==> src/rtl/shift_register_scheduler.sv <==
// Two-port round-robin arbiter and sequencer for a WIDTH-bit parallel-load shift register.
// Each grant runs one load cycle, WIDTH shift cycles and a one-cycle Done acknowledge.
module shift_register_scheduler #(
   parameter int unsigned WIDTH = 4
) (
   input  logic             Clk,
   input  logic             Reset,
   input  logic [1:0]       Req,
   input  logic [WIDTH-1:0] D0,
   input  logic [WIDTH-1:0] D1,
   output logic [1:0]       Grant,
   output logic             Load,
   output logic             Shift,
   output logic [WIDTH-1:0] D,
   output logic             Busy,
   output logic             Done,
   output logic             DoneId
);

   localparam int unsigned CW = (WIDTH > 2) ? $clog2(WIDTH) : 1;

   typedef enum logic [1:0] {
      IDLE,
      LOAD,
      SHIFT,
      DONE
   } state_t;

   state_t           state, stateNext;
   logic [1:0]       grantReg, grantNext;
   logic             loadReg, loadNext;
   logic             shiftReg, shiftNext;
   logic [WIDTH-1:0] dReg, dNext;
   logic             busyReg, busyNext;
   logic             doneReg, doneNext;
   logic             doneIdReg, doneIdNext;
   logic [CW-1:0]    cnt, cntNext;
   logic             lastServed, lastNext;
   logic             pick;

   always_ff @(posedge Clk or posedge Reset) begin
      if (Reset) begin
         state      <= IDLE;
         grantReg   <= '0;
         loadReg    <= 1'b0;
         shiftReg   <= 1'b0;
         dReg       <= '0;
         busyReg    <= 1'b0;
         doneReg    <= 1'b0;
         doneIdReg  <= 1'b0;
         cnt        <= '0;
         lastServed <= 1'b1;
      end else begin
         state      <= stateNext;
         grantReg   <= grantNext;
         loadReg    <= loadNext;
         shiftReg   <= shiftNext;
         dReg       <= dNext;
         busyReg    <= busyNext;
         doneReg    <= doneNext;
         doneIdReg  <= doneIdNext;
         cnt        <= cntNext;
         lastServed <= lastNext;
      end
   end

   always_comb begin
      stateNext  = state;
      grantNext  = grantReg;
      loadNext   = 1'b0;
      shiftNext  = 1'b0;
      dNext      = dReg;
      busyNext   = busyReg;
      doneNext   = 1'b0;
      doneIdNext = doneIdReg;
      cntNext    = cnt;
      lastNext   = lastServed;
      // On a tie the requester that was not served last wins.
      pick       = (Req == 2'b11) ? ~lastServed : Req[1];
      unique case (state)
         IDLE: begin
            grantNext = '0;
            busyNext  = 1'b0;
            if (Req != 2'b00) begin
               stateNext = LOAD;
               grantNext = pick ? 2'b10 : 2'b01;
               dNext     = pick ? D1 : D0;
               loadNext  = 1'b1;
               busyNext  = 1'b1;
               lastNext  = pick;
            end
         end
         LOAD: begin
            stateNext = SHIFT;
            shiftNext = 1'b1;
            cntNext   = CW'(WIDTH - 1);
         end
         SHIFT: begin
            if (cnt == '0) begin
               stateNext  = DONE;
               doneNext   = 1'b1;
               doneIdNext = grantReg[1];
            end else begin
               cntNext   = cnt - CW'(1);
               shiftNext = 1'b1;
            end
         end
         DONE: begin
            stateNext = IDLE;
            grantNext = '0;
            busyNext  = 1'b0;
         end
         default: stateNext = IDLE;
      endcase
   end

   assign Grant  = grantReg;
   assign Load   = loadReg;
   assign Shift  = shiftReg;
   assign D      = dReg;
   assign Busy   = busyReg;
   assign Done   = doneReg;
   assign DoneId = doneIdReg;

endmodule
==> config.mk <==
export PLATFORM = sky130hd
export DESIGN_NAME = shift_register_scheduler
export DESIGN_NICKNAME = d
export VERILOG_FILES = /design/src/rtl/shift_register_scheduler.sv
export SDC_FILE = /design/constraint.sdc
export NUM_CORES = 1
export LEC_CHECK = 0
export BUFFER_PORTS_ARGS = -buffer_cell sky130_fd_sc_hd__buf_2
export CORE_UTILIZATION = 43
export CTS_BUF_LIST = sky130_fd_sc_hd__clkbuf_4 sky130_fd_sc_hd__clkbuf_8
export DETAILED_ROUTE_END_ITERATION = 10
export GPL_TIMING_DRIVEN = 0
export PLACE_DENSITY = 0.69
export SLEW_MARGIN = 15
export SYNTH_ARGS = -nofsm -noshare
export SYNTH_HDL_FRONTEND = slang
export SYNTH_SLANG_ARGS = --single-unit
export TNS_END_PERCENT = 50
==> constraint.sdc <==
create_clock -name Clk -period 2.5 [get_ports Clk]
set_input_delay 0.5 -clock Clk [delete_from_list [all_inputs] [get_ports Clk]]
set_output_delay 0.5 -clock Clk [all_outputs]
set_load 0.05 [all_outputs]
==> results.json, run 1 <==
{
  "overflow": 0,
  "io-pin-count": 23,
  "p_int_mw": 0.6958,
  "maxSlewViolCount": 0,
  "yosysSeqAreaShare_pct": 54.50,
  "switchingPower_mw": 0.6321,
  "cts_tree": "done",
  "peakVddDrop_uv": 953.1,
  "clock_path_buffers": 2,
  "insertion_delay_ps": 280,
  "synth_top_area_cell": "dfrtp_1",
  "postLayoutCoreUtil_pct": 57.95,
  "critical_path_required_ps": 2670,
  "drc": 3,
  "die_height_um": 43.40,
  "yosysUniqueCellTypes": 19,
  "placed_area_um2": 867.1,
  "dr.pass1.iters": 7,
  "slew_headroom_pct": 61.87,
  "seq_power_share_pct": 33.3,
  "io_buffers": 22,
  "start_util_pct": 47.27,
  "synth-main-ff-cell": "dfrtp_1",
  "drive_gt1_share_pct": 35.16,
  "pwr-share-comb_pct": 54.5,
  "startpoint": "state[0]$_DFFE_PP0P_",
  "synthToLayoutAreaGrowth_pct": 22.58,
  "nFillCells": 141,
  "final_nets": 109,
  "clock_sinks": 16,
  "gp_congestion": 0.7258,
  "die_w_um": 43.40,
  "synth_cells": 65,
  "multi_input_area_um2": 299.0,
  "die-area_um2": 1884,
  "rsz0062_at_grt": "false",
  "h-tree-depth": 1,
  "yosysWarnings": 0,
  "grt_pass1_vias": 528,
  "violations": "design-rule violations",
  "synth_seq_cells": 16,
  "async_flop_share_pct": 100.0,
  "finalCritPeriodShare_pct": 62.80,
  "critPathMaxFanout": 4,
  "synth_area_leaders": "dfrtp_1, ha_1, a21oi_1, mux2i_1, dfstp_2",
  "cp-start-kind": "flip-flop",
  "root_buffer": "clkbuf_4",
  "critical_path_class": "reg -> reg",
  "clk_pin_slew_ps": 80,
  "synth_edf_count": 0,
  "dpl.cell_count": 103,
  "dp_hpwl_um": 958.5,
  "setup_violations": 0,
  "n_antenna_cell": 0,
  "synth_top_area_share_pct": 50.93,
  "power_frac_clock_pct": 12.2,
  "fin_setup_tns_ps": 0,
  "numCtsBuffers": 3,
  "worst_pin_slew_ps": 571.3,
  "drt-total-wl_mm": 1.237,
  "final_hold_viol_count": 0,
  "postCtsResizedCells": 0,
  "grt_max_degree": 17,
  "fin_skew_ps": 0.9661,
  "ff_latch_area_um2": 401.6,
  "grt_pass1_wl_mm": 2.304,
  "reg2reg_from": "state[0]$_DFFE_PP0P_",
  "design_area_um2": 903.4,
  "fin_crit_ps": 1570,
  "syn_nets": 82,
  "netlist_area_um2": 737.0,
  "post-synth-top-count-cell": "dfrtp_1",
  "rows": 14,
  "grt_usage_pct": 17.42,
  "wl_per_cell_um": 11.56,
  "postRouteAntennaNets": 0,
  "antenna_found_initial": 0,
  "hold_class": "in -> async",
  "avgSynthCellArea_um2": 11.34,
  "synth_common_cells": "dfrtp_1, a21oi_1, inv_1",
  "outcome": "finished, violations left",
  "core_um2": 1559,
  "end_kind": "flip-flop",
  "layout.cells.non_filler": 107,
  "vias": 541,
  "crit_arrival_ps": 1740,
  "powerDensity_nw_per_um2": 1470,
  "power_leakage_nw": 0.4893,
  "drt_iter0_drc": 9,
  "hold_buffers": 0,
  "maxCapViolCount": 0,
  "avgViaCountPerCell": 5.056,
  "cts_setup_buffers": 0,
  "max_freq_mhz": 637.0,
  "switching_share_pct": 47.60
}
## registers in the layout, summed over array words and instances, names as in the netlist
signal      cells
lastServed      1
Load            1
cnt             2
Done            1
Shift           1
state           2
Busy            1
Grant           2
D               4
DoneId          1
## power by group through the flow
stage               logic [mW]  clock network [mW]  registers, mW
finish                   0.724               0.162          0.442
global route             0.787               0.186          0.459
CTS                      0.728               0.171          0.444
detailed placement       0.723                   0          0.449
global placement         0.706                   0          0.443
floorplan                0.323                   0          0.686
## cells by family after synthesis
kind of cell | count (synthesis) | share of synthesized area (%)
muxes | 6 | 8.489
and+or+nand+nor | 11 | 6.452
DFF | 16 | 54.50
AOI/OAI and AO/OA | 18 | 17.15
buffers and inverters | 9 | 4.924
adders and majority gates | 5 | 8.489
## cell usage in the layout (no fill, tap or decap)
master	count
a21boi_4	1
a21oi_1	8
a22o_1	1
a31oi_1	3
and2b_1	1
buf_2	24
clkbuf_4	3
clkbuf_8	1
dfrtp_1	15
dfstp_2	1
ha_1	5
inv_1	7
mux2_2	2
mux2i_1	4
nand2_1	3
nor2_1	6
nor2b_1	1
o21a_1	2
o22a_1	1
o31ai_1	1
o41ai_1	1
## stage by stage
step           total power, mW  hold WS, ps  setup WS [ps]
2_1_floorplan            1.009        413.0           1059
3_3_place_gp             1.149        462.8          970.2
3_5_place_dp             1.172        461.6          947.5
4_1_cts                  1.343        278.6          935.4
5_1_grt                  1.432        300.4          849.5
6_report                 1.328        262.0          930.1
## worst paths after layout
| kind | to | slack, ps | depth (start not counted) |
|---|---|---|---|
| setup / recovery | state[1]$_DFFE_PP0P_ | 930 | 5 |
| hold / removal | D[1]$_DFFE_PP0P_ | 260 | 2 |
| setup reg to reg | state[1]$_DFFE_PP0P_ | 930 | 5 |
| hold reg to reg | Busy$_DFFE_PP0P_ | 490 | 2 |
| max in group asynchronous | lastServed$_DFFE_PP1P_ | 1860 | 2 |
| min in group Clk | lastServed$_DFFE_PP1P_ | 480 | 2 |
## per-layer routing
layer	vias up	track usage [%]	part of all wire (%)
met5	-	0	0
met4	0	7.500	1.5
met3	2	7.917	5.8
met2	15	27.88	48
met1	245	20.22	45
li1	279	-	-
## cell type report
cell class              count  share of cell area [%]
inverters                   7                   2.909
well taps                  16                   2.216
repair buffers             22                   12.19
multi-input cells          40                   33.10
clock buffers               4                   4.017
plain buffers               2                   1.108
flip-flops and latches     16                   44.46
## critical path: stages, from the launching register on
cell and delay [ps]:
dfrtp_1 400, inv_1 80, ha_1 230, and2b_1 210, a21oi_1 180, mux2_2 350
No activity file was read; power rests on OpenSTA's default activity.
==> inputs of run 2 (changes only) <==
- clock period: 2.5 -> 1.6 ns (I/O delays scaled with it)
==> results.json, run 2 (synthesis results as in run 1) <==
{
  "crit_path_end": "state[1]$_DFFE_PP0P_",
  "power_mw": 2.102,
  "final_common_cell": "buf_2",
  "dp_hpwl_um": 958.5,
  "crit_path_max_incr_delay_ps": 400,
  "grt_max_degree": 17,
  "reg2reg_from": "state[0]$_DFFE_PP0P_",
  "wl_per_cell_um": 11.68,
  "hold_class": "in -> async",
  "numCtsBuffers": 3,
  "reg2reg_depth": 5,
  "end_kind": "flip-flop",
  "design_area_um2": 914.6,
  "die_w_um": 43.40,
  "placed_area_um2": 867.1,
  "n_antenna_cell": 0,
  "finalCritPeriodShare_pct": 95.48,
  "whs_ps": 81.61,
  "powerDensity_nw_per_um2": 2298,
  "critical_path_class": "reg -> reg",
  "vias": 546,
  "critical_path_required_ps": 1770,
  "maxSlewViolCount": 0,
  "core_um2": 1559,
  "postLayoutCoreUtil_pct": 58.67,
  "h-tree-depth": 1,
  "hold_buffers": 0,
  "postRouteAntennaNets": 0,
  "drt-total-wl_mm": 1.261,
  "largest_register_ffs": 4,
  "startpoint": "state[0]$_DFFE_PP0P_",
  "gp_congestion": 0.7258,
  "reg2reg_slack_ps": 70,
  "io-pin-count": 23,
  "worst_pin_slew_ps": 570.3,
  "root_buffer": "clkbuf_4",
  "clock_path_buffers": 2,
  "grt_pass1_vias": 528,
  "avgViaCountPerCell": 5.056,
  "layout.cells.non_filler": 108,
  "grt_pass1_wl_mm": 2.304,
  "fin_crit_ps": 1528,
  "synthToLayoutAreaGrowth_pct": 24.11,
  "grt_usage_pct": 17.42,
  "antenna_found_initial": 0,
  "final_hold_viol_count": 0,
  "slowest_stage": "dfrtp_1",
  "die-area_um2": 1884,
  "crit_path_cell_trace": "inv_1, ha_1, and2b_1, a21oi_2, mux2_2",
  "pre_cts_slack_ps": 47.50,
  "clock_sinks": 16,
  "outcome": "finished, violations left",
  "drt_iter0_drc": 11,
  "peakVddDrop_uv": 1487,
  "worst_slack_ps": 72.26,
  "fin_skew_ps": 1.064,
  "cts_tree": "done",
  "rr_endpoint": "state[1]$_DFFE_PP0P_",
  "mostFrequentLayoutCells": "buf_2, dfrtp_1, a21oi_1, inv_1, nor2_1",
  "max_freq_mhz": 654.6,
  "rsz0062_at_grt": "false",
  "start_util_pct": 47.27,
  "die_height_um": 43.40,
  "clk_pin_slew_ps": 80,
  "maxCapViolCount": 0,
  "dr.pass1.iters": 8,
  "crit_arrival_ps": 1700,
  "io_buffers": 22,
  "power_leakage_nw": 0.4946,
  "setup_violations": 0,
  "cp-start-kind": "flip-flop",
  "drc": 3,
  "drive_gt1_share_pct": 36.96,
  "final_nets": 110,
  "insertion_delay_ps": 280,
  "violations": "design-rule violations",
  "overflow": 0,
  "fin_setup_tns_ps": 0,
  "critPathMaxFanout": 4,
  "slew_headroom_pct": 61.94,
  "rows": 14,
  "dpl.cell_count": 103
}
[run 2: area by class of cell]
| class | instances | area, um^2 |
|---|---|---|
| clock buffers | 4 | 36.28 |
| plain buffers | 2 | 10.01 |
| inverters | 7 | 26.28 |
| repair buffers | 23 | 117.6 |
| well taps | 16 | 20.02 |
| flip-flops and latches | 16 | 401.6 |
| fillers | 140 | 644.4 |
| multi-input cells | 40 | 302.8 |
[run 2: power breakdown]
group          total, mW  switching, mW  leakage, nW  internal (mW)
combinational       1.16          0.779        0.285          0.379
clock              0.253          0.115       0.0210          0.138
sequential         0.691          0.103        0.189          0.588
[run 2: repair_timing]
action	CTS	global route
buffers inserted	0	1
gates resized for setup	0	1
endpoints found under the setup margin	0	1
[run 2: worst max-delay path: cells and delay by family, from the launching register on]
kind / cells / cell delay (ps)
adder cells (fa/ha/maj): 1 / 230
buffers and inverters: 1 / 80
AO/OA/AOI/OAI: 1 / 140
flip-flops: 1 / 400
multiplexers: 1 / 340
AND/OR/NAND/NOR: 1 / 210
[run 2: worst min-delay path by stage]
stage	start	endpoint	slack [ps]	cells past startpoint
6_report	Reset	D[1]$_DFFE_PP0P_	80	2
5_1_grt	Reset	D[1]$_DFFE_PP0P_	120	2
4_1_cts	Reset	D[1]$_DFFE_PP0P_	100	2
3_5_place_dp	Reset	D[1]$_DFFE_PP0P_	410	2
3_3_place_gp	Reset	Load$_DFF_PP0_	410	2
2_1_floorplan	Reset	Busy$_DFFE_PP0P_	230	1
[run 2: per-layer routing]
layer  vias up  share of wire (%)  GRT usage [%]
li1        283                  -              -
met1       246                 45          20.22
met2        15                 48          27.88
met3         2                5.7          7.917
met4         0                1.5          7.500
met5         -                  0              0
